File: config.mk
export PLATFORM = sky130hd
export DESIGN_NAME = clk_ratio_ctrl
export DESIGN_NICKNAME = d
export VERILOG_FILES = /design/src/rtl/clk_ctrl_pkg.sv /design/src/rtl/clk_ratio_counter.sv /design/src/rtl/clk_ratio_ctrl.sv
export SDC_FILE = /design/constraint.sdc
export NUM_CORES = 1
export LEC_CHECK = 0
export ABC_AREA = 1
export ABC_CLOCK_PERIOD_IN_PS = 2610
export CORE_AREA = 4 4 75 77
export DETAILED_ROUTE_END_ITERATION = 10
export DIE_AREA = 0 0 79 81
export PLACE_DENSITY_LB_ADDON = 0.05
export SYNTH_ARGS = -nofsm -noshare
export SYNTH_HDL_FRONTEND = slang
export SYNTH_HIERARCHICAL = 1
export SYNTH_SLANG_ARGS = --single-unit
File: constraint.sdc
create_clock -name original_clock -period 2.61 [get_ports original_clock]
set_input_delay 0.522 -clock original_clock [delete_from_list [all_inputs] [get_ports original_clock]]
set_output_delay 0.522 -clock original_clock [all_outputs]
set_load 0.03 [all_outputs]
File: src/rtl/clk_ctrl_pkg.sv
// Shared encodings and defaults for the clock-ratio controller and its period counter.
package clk_ctrl_pkg;

  localparam int unsigned DefaultCntW  = 6;
  localparam int unsigned DefaultRatio = 5;

  typedef enum logic [1:0] {
    StIdle = 2'd0,
    StRun  = 2'd1,
    StPend = 2'd2
  } state_e;

endpackage

File: src/rtl/clk_ratio_counter.sv
// Half-period counter: terminal detect plus registered clock_slower / slow_tick generation.
module clk_ratio_counter
  import clk_ctrl_pkg::*;
#(
  parameter int unsigned CNT_W = DefaultCntW
) (
  input  logic             i_clk,
  input  logic             i_rst,
  input  logic             i_run,
  input  logic [CNT_W-1:0] i_ratio,
  output logic             o_clk_slow,
  output logic             o_slow_tick,
  output logic             o_term,
  output logic             o_fall
);

  logic [CNT_W-1:0] r_count;
  logic             r_clk_slow;
  logic             r_slow_tick;
  logic             w_term;

  // ratio is never 0, so ratio-1 never underflows and count stays in range
  assign w_term = i_run && (r_count == (i_ratio - CNT_W'(1)));

  always_ff @(posedge i_clk) begin
    if (i_rst) begin
      r_count     <= '0;
      r_clk_slow  <= 1'b0;
      r_slow_tick <= 1'b0;
    end else begin
      r_slow_tick <= w_term;
      if (w_term) begin
        r_count    <= '0;
        r_clk_slow <= ~r_clk_slow;
      end else if (i_run) begin
        r_count <= r_count + CNT_W'(1);
      end
    end
  end

  assign o_clk_slow  = r_clk_slow;
  assign o_slow_tick = r_slow_tick;
  assign o_term      = w_term;
  assign o_fall      = w_term && r_clk_slow;

endmodule

File: src/rtl/clk_ratio_ctrl.sv
// Clock-ratio controller: 2x toggle, divided slow toggle, boundary-safe ratio updates.
// Optional full-period counter output enabled by CLK_RATIO_CTRL_PERIOD_CNT_EN.
module clk_ratio_ctrl
  import clk_ctrl_pkg::*;
#(
  parameter int unsigned CNT_W         = DefaultCntW,
  parameter int unsigned DEFAULT_RATIO = DefaultRatio,
  parameter int unsigned MIN_RATIO     = 1
) (
  input  logic             original_clock,
  input  logic             reset_in,
  input  logic             enable,
  input  logic             cfg_valid,
  input  logic [CNT_W-1:0] cfg_ratio,
  output logic             cfg_ready,
  output logic             cfg_err,
  output logic             clock_2x,
  output logic             clock_slower,
  output logic             slow_tick,
  output logic [CNT_W-1:0] ratio_cur,
  output logic             busy
`ifdef CLK_RATIO_CTRL_PERIOD_CNT_EN
  ,
  output logic [15:0]      period_cnt
`endif
);

  state_e           r_state;
  state_e           w_state_next;
  logic [CNT_W-1:0] r_ratio_cur;
  logic [CNT_W-1:0] r_pending;
  logic             r_cfg_ready;
  logic             r_cfg_err;
  logic             r_clk2x;
  logic             r_busy;

  logic [CNT_W-1:0] w_ratio_next;
  logic [CNT_W-1:0] w_pending_next;
  logic             w_clk2x_next;
  logic             w_run;
  logic             w_term;
  logic             w_fall;
  logic             w_accept;
  logic             w_legal;
  logic             w_take;

  assign w_run    = (r_state != StIdle);
  assign w_accept = cfg_valid && r_cfg_ready;
  assign w_legal  = (cfg_ratio >= CNT_W'(MIN_RATIO));
  assign w_take   = w_accept && w_legal;

  clk_ratio_counter #(
    .CNT_W (CNT_W)
  ) u_counter (
    .i_clk       (original_clock),
    .i_rst       (reset_in),
    .i_run       (w_run),
    .i_ratio     (r_ratio_cur),
    .o_clk_slow  (clock_slower),
    .o_slow_tick (slow_tick),
    .o_term      (w_term),
    .o_fall      (w_fall)
  );

  // State register
  always_ff @(posedge original_clock) begin
    if (reset_in) begin
      r_state <= StIdle;
    end else begin
      r_state <= w_state_next;
    end
  end

  // Next-state logic; stop and ratio swap only happen on a full-period (falling) boundary
  always_comb begin
    w_state_next = r_state;
    unique case (r_state)
      StIdle: if (enable) w_state_next = StRun;
      StRun: begin
        if (w_fall && !enable) begin
          w_state_next = StIdle;
        end else if (w_take) begin
          w_state_next = StPend;
        end
      end
      StPend: if (w_fall) w_state_next = enable ? StRun : StIdle;
      default: w_state_next = StIdle;
    endcase
  end

  // Output / datapath next values
  always_comb begin
    w_ratio_next   = r_ratio_cur;
    w_pending_next = r_pending;
    unique case (r_state)
      StIdle: if (w_take) w_ratio_next = cfg_ratio;
      StRun: begin
        if (w_take) begin
          // Stopping this edge: nothing left to defer to, so the request takes effect at restart
          if (w_state_next == StIdle) begin
            w_ratio_next = cfg_ratio;
          end else begin
            w_pending_next = cfg_ratio;
          end
        end
      end
      StPend: if (w_fall) w_ratio_next = r_pending;
      default: ;
    endcase

    if (r_state == StIdle) begin
      w_clk2x_next = r_clk2x;
    end else if (w_state_next == StIdle) begin
      w_clk2x_next = 1'b1;
    end else begin
      w_clk2x_next = ~r_clk2x;
    end
  end

  always_ff @(posedge original_clock) begin
    if (reset_in) begin
      r_ratio_cur <= CNT_W'(DEFAULT_RATIO);
      r_pending   <= '0;
      r_cfg_ready <= 1'b1;
      r_cfg_err   <= 1'b0;
      r_clk2x     <= 1'b1;
      r_busy      <= 1'b0;
    end else begin
      r_ratio_cur <= w_ratio_next;
      r_pending   <= w_pending_next;
      r_cfg_ready <= (w_state_next != StPend);
      r_cfg_err   <= w_accept && !w_legal;
      r_clk2x     <= w_clk2x_next;
      r_busy      <= (w_state_next != StIdle);
    end
  end

  assign cfg_ready = r_cfg_ready;
  assign cfg_err   = r_cfg_err;
  assign clock_2x  = r_clk2x;
  assign ratio_cur = r_ratio_cur;
  assign busy      = r_busy;

`ifdef CLK_RATIO_CTRL_PERIOD_CNT_EN
  logic [15:0] r_period_cnt;

  always_ff @(posedge original_clock) begin
    if (reset_in) begin
      r_period_cnt <= '0;
    end else if (w_fall && (r_period_cnt != 16'hFFFF)) begin
      r_period_cnt <= r_period_cnt + 16'd1;
    end
  end

  assign period_cnt = r_period_cnt;
`endif

endmodule
==> metrics.txt, run 1 <==
first-pass GRT wire length=roughly 5600 µm; H-tree levels=1; switching pwr=between 300 and 400 µW; Slew Limit Fails=0; Worst EP required=2.79 ns; GRT Util Overall=0.109; share of total power in combinational logic=0.260; Mapped Area=roughly 1400 µm²; CORE AREA=5010 µm²; Avg Synthesized Cell Area=about 6.5 µm²; die width=approximately 79 µm; GPL Wtd Cong=roughly 0.75; Setup violations, final=0; initial antenna violation count=0; Post-CTS Setup Repair Bufs=0; Detailed Routing Iterations Pass 1=4; DRC violations left=0; Area Growth Syn to Fin=24.3%; CTS clk-pin slew, worst paths=~0.1 ns; wire per inst=about 10 µm; Root Buffer=clkbuf_8; internal power=744 µW; Final Skew=approximately 0.008 ns; largest net degree at the start of global routing=16; Starting DRT DRC Count=43; die area=roughly 6400 µm²; critical path class=reg2reg; Tmin final=between 2 and 2.5 ns; commonest non-fill, non-tap cell in the layout=nand2_1; cts hold-fix bufs=0; Synth warnings=6; die height=approximately 80 µm; cell count after synthesis=between 200 and 250; post-detail-place hpwl=2510 µm; CTS buffer count=3; Sw Share=0.318; WL final=approximately 3300 µm; CP Data Arrival Time=approximately 2.4 ns; Hold WC Path Type=reg2reg; # nets final=between 200 and 300; setup slack after layout=about 0.38 ns; Initial Util=0.288; fill cell count=approximately 570; unrepaired setup endpoints after global routing=no; Clk pwr share=0.320; clk_lat worst skew=0.28 ns; Worst slew margin=0.707; clk sinks=26; layout cells sized above 1=0.110; vias per inst=between 4 and 5; setup TNS=0 ns; vias=1344; Worst-Margin Slew=about 0.44 ns; total gr overflow=0; IO buf count=21; pwr dens=a little over 600 nW/µm²; TritonCTS clock tree=built; design area=about 1800 µm²; CTS Buffer Depth=2; DP Area=roughly 1700 µm²; number of global-route vias before repair=1302; Peak VDD IR=253 µV; post-synth net total=between 200 and 250; Achievable Freq=0.449 GHz; diode count=0; # rows=26; part of the cycle the worst path needs=0.853; worst-path maximum fanout=10; result of the run=complete, no violations; Flop pwr share=0.421; commonest non-fill, non-tap cells in the layout=68 x nand2_1, 28 x nor2_1, 25 x inv_1, 25 x dfxtp_1, 21 x clkdlybuf4s50_1; non-filler cells, final=about 320; Cells after DPL=~310; Placement Setup Slack=0.322 ns; crit end category=register; Worst setup SP type=register; Fin. Hold Viols=0; Pleak=0.799 nW; Detail Route Antenna Nets=0; maxcap violations=0; I/O pin cnt=22; post-CTS sizing=0
## stage by stage
step | hold slack (ns) | power, mW | utilization
6_report | 0.455 | 1.09 | 0.358
5_1_grt | 0.480 | 1.16 | 0.358
4_1_cts | 0.457 | 1.11 | 0.358
3_5_place_dp | 0.441 | 0.752 | 0.343
3_3_place_gp | 0.440 | 0.755 | 0.343
2_1_floorplan | 0.424 | 0.662 | -
## worst max-delay path: stages (launching register included)
cell,delay [ns]
dfxtp_2,0.40
inv_2,0.06
ha_1,0.33
xnor2_1,0.14
nor2_1,0.11
nand2_1,0.06
nor2_1,0.09
nand3_1,0.09
inv_1,0.08
inv_1,0.05
nor2_1,0.11
nor2_2,0.07
a21oi_2,0.19
nand3_4,0.16
nor2_1,0.13
nor2_1,0.05
## final cells by class
type,count,area [µm²],share of cell area
flip-flops and latches,26,522,0.291
inverters,34,128,0.0712
well taps,70,87.6,0.0488
clock buffers,3,41.3,0.0230
repair buffers,22,218,0.121
multi-input cells,160,767,0.428
clock inverters,1,30.0,0.0167
## power by group through the flow
| stage | logic (mW) | registers [mW] | clock network, mW |
|---|---|---|---|
| floorplan | 0.166 | 0.496 | 0 |
| global placement | 0.287 | 0.467 | 0 |
| detailed placement | 0.285 | 0.467 | 0 |
| CTS | 0.286 | 0.458 | 0.364 |
| global route | 0.320 | 0.464 | 0.380 |
| finish | 0.283 | 0.458 | 0.349 |
## final timing paths
kind | end | slack, ns | startpoint | cells after the start
max reg2reg | ratio_cur[3]$_SDFFE_PP0P_ | 0.38 | ratio_cur[0]$_SDFFE_PP1P_ | 15
min reg2reg | r_pending[1]$_SDFFE_PP0P_ | 0.45 | r_pending[1]$_SDFFE_PP0P_ | 2
max | ratio_cur[3]$_SDFFE_PP0P_ | 0.38 | ratio_cur[0]$_SDFFE_PP1P_ | 15
min | r_pending[1]$_SDFFE_PP0P_ | 0.45 | r_pending[1]$_SDFFE_PP0P_ | 2
## per-layer routing
layer,up-vias,GRT usage,wire (µm)
met4,0,0.0258,18
met2,19,0.195,1530
met1,588,0.129,1610
met3,2,0.0288,104
met5,-,0,0
li1,735,-,-
## sequential cells by signal (all words and copies together) (netlist names)
signal                 cells
busy                       1
cfg_err                    1
cfg_ready                  1
clock_2x                   1
r_pending                  6
r_state                    2
ratio_cur                  6
u_counter/o_clk_slow       1
u_counter/o_slow_tick      1
u_counter/r_count          6
(Power assumes the default switching activity.)
==> inputs of run 2 (changes only) <==
--- a/config.mk
+++ b/config.mk
@@ -10,6 +10,7 @@
 export CORE_AREA = 4 4 75 77
 export DETAILED_ROUTE_END_ITERATION = 10
 export DIE_AREA = 0 0 79 81
+export HOLD_SLACK_MARGIN = 0.06
 export PLACE_DENSITY_LB_ADDON = 0.05
 export SYNTH_ARGS = -nofsm -noshare
 export SYNTH_HDL_FRONTEND = slang
==> results of run 2 <==
Final layout, timing and power as in run 1 (identical DEF).
==> inputs of run 3 (changes only) <==
--- a/config.mk
+++ b/config.mk
@@ -8,11 +8,14 @@
 export ABC_AREA = 1
 export ABC_CLOCK_PERIOD_IN_PS = 2610
 export CORE_AREA = 4 4 75 77
+export CTS_BUF_LIST = sky130_fd_sc_hd__clkbuf_8
 export DETAILED_ROUTE_END_ITERATION = 10
 export DIE_AREA = 0 0 79 81
+export GPL_ROUTABILITY_DRIVEN = 0
 export HOLD_SLACK_MARGIN = 0.06
 export PLACE_DENSITY_LB_ADDON = 0.05
 export SYNTH_ARGS = -nofsm -noshare
 export SYNTH_HDL_FRONTEND = slang
 export SYNTH_HIERARCHICAL = 1
 export SYNTH_SLANG_ARGS = --single-unit
+export TNS_END_PERCENT = 30
==> results of run 3 <==
Final layout, timing and power as in run 1 (identical DEF).
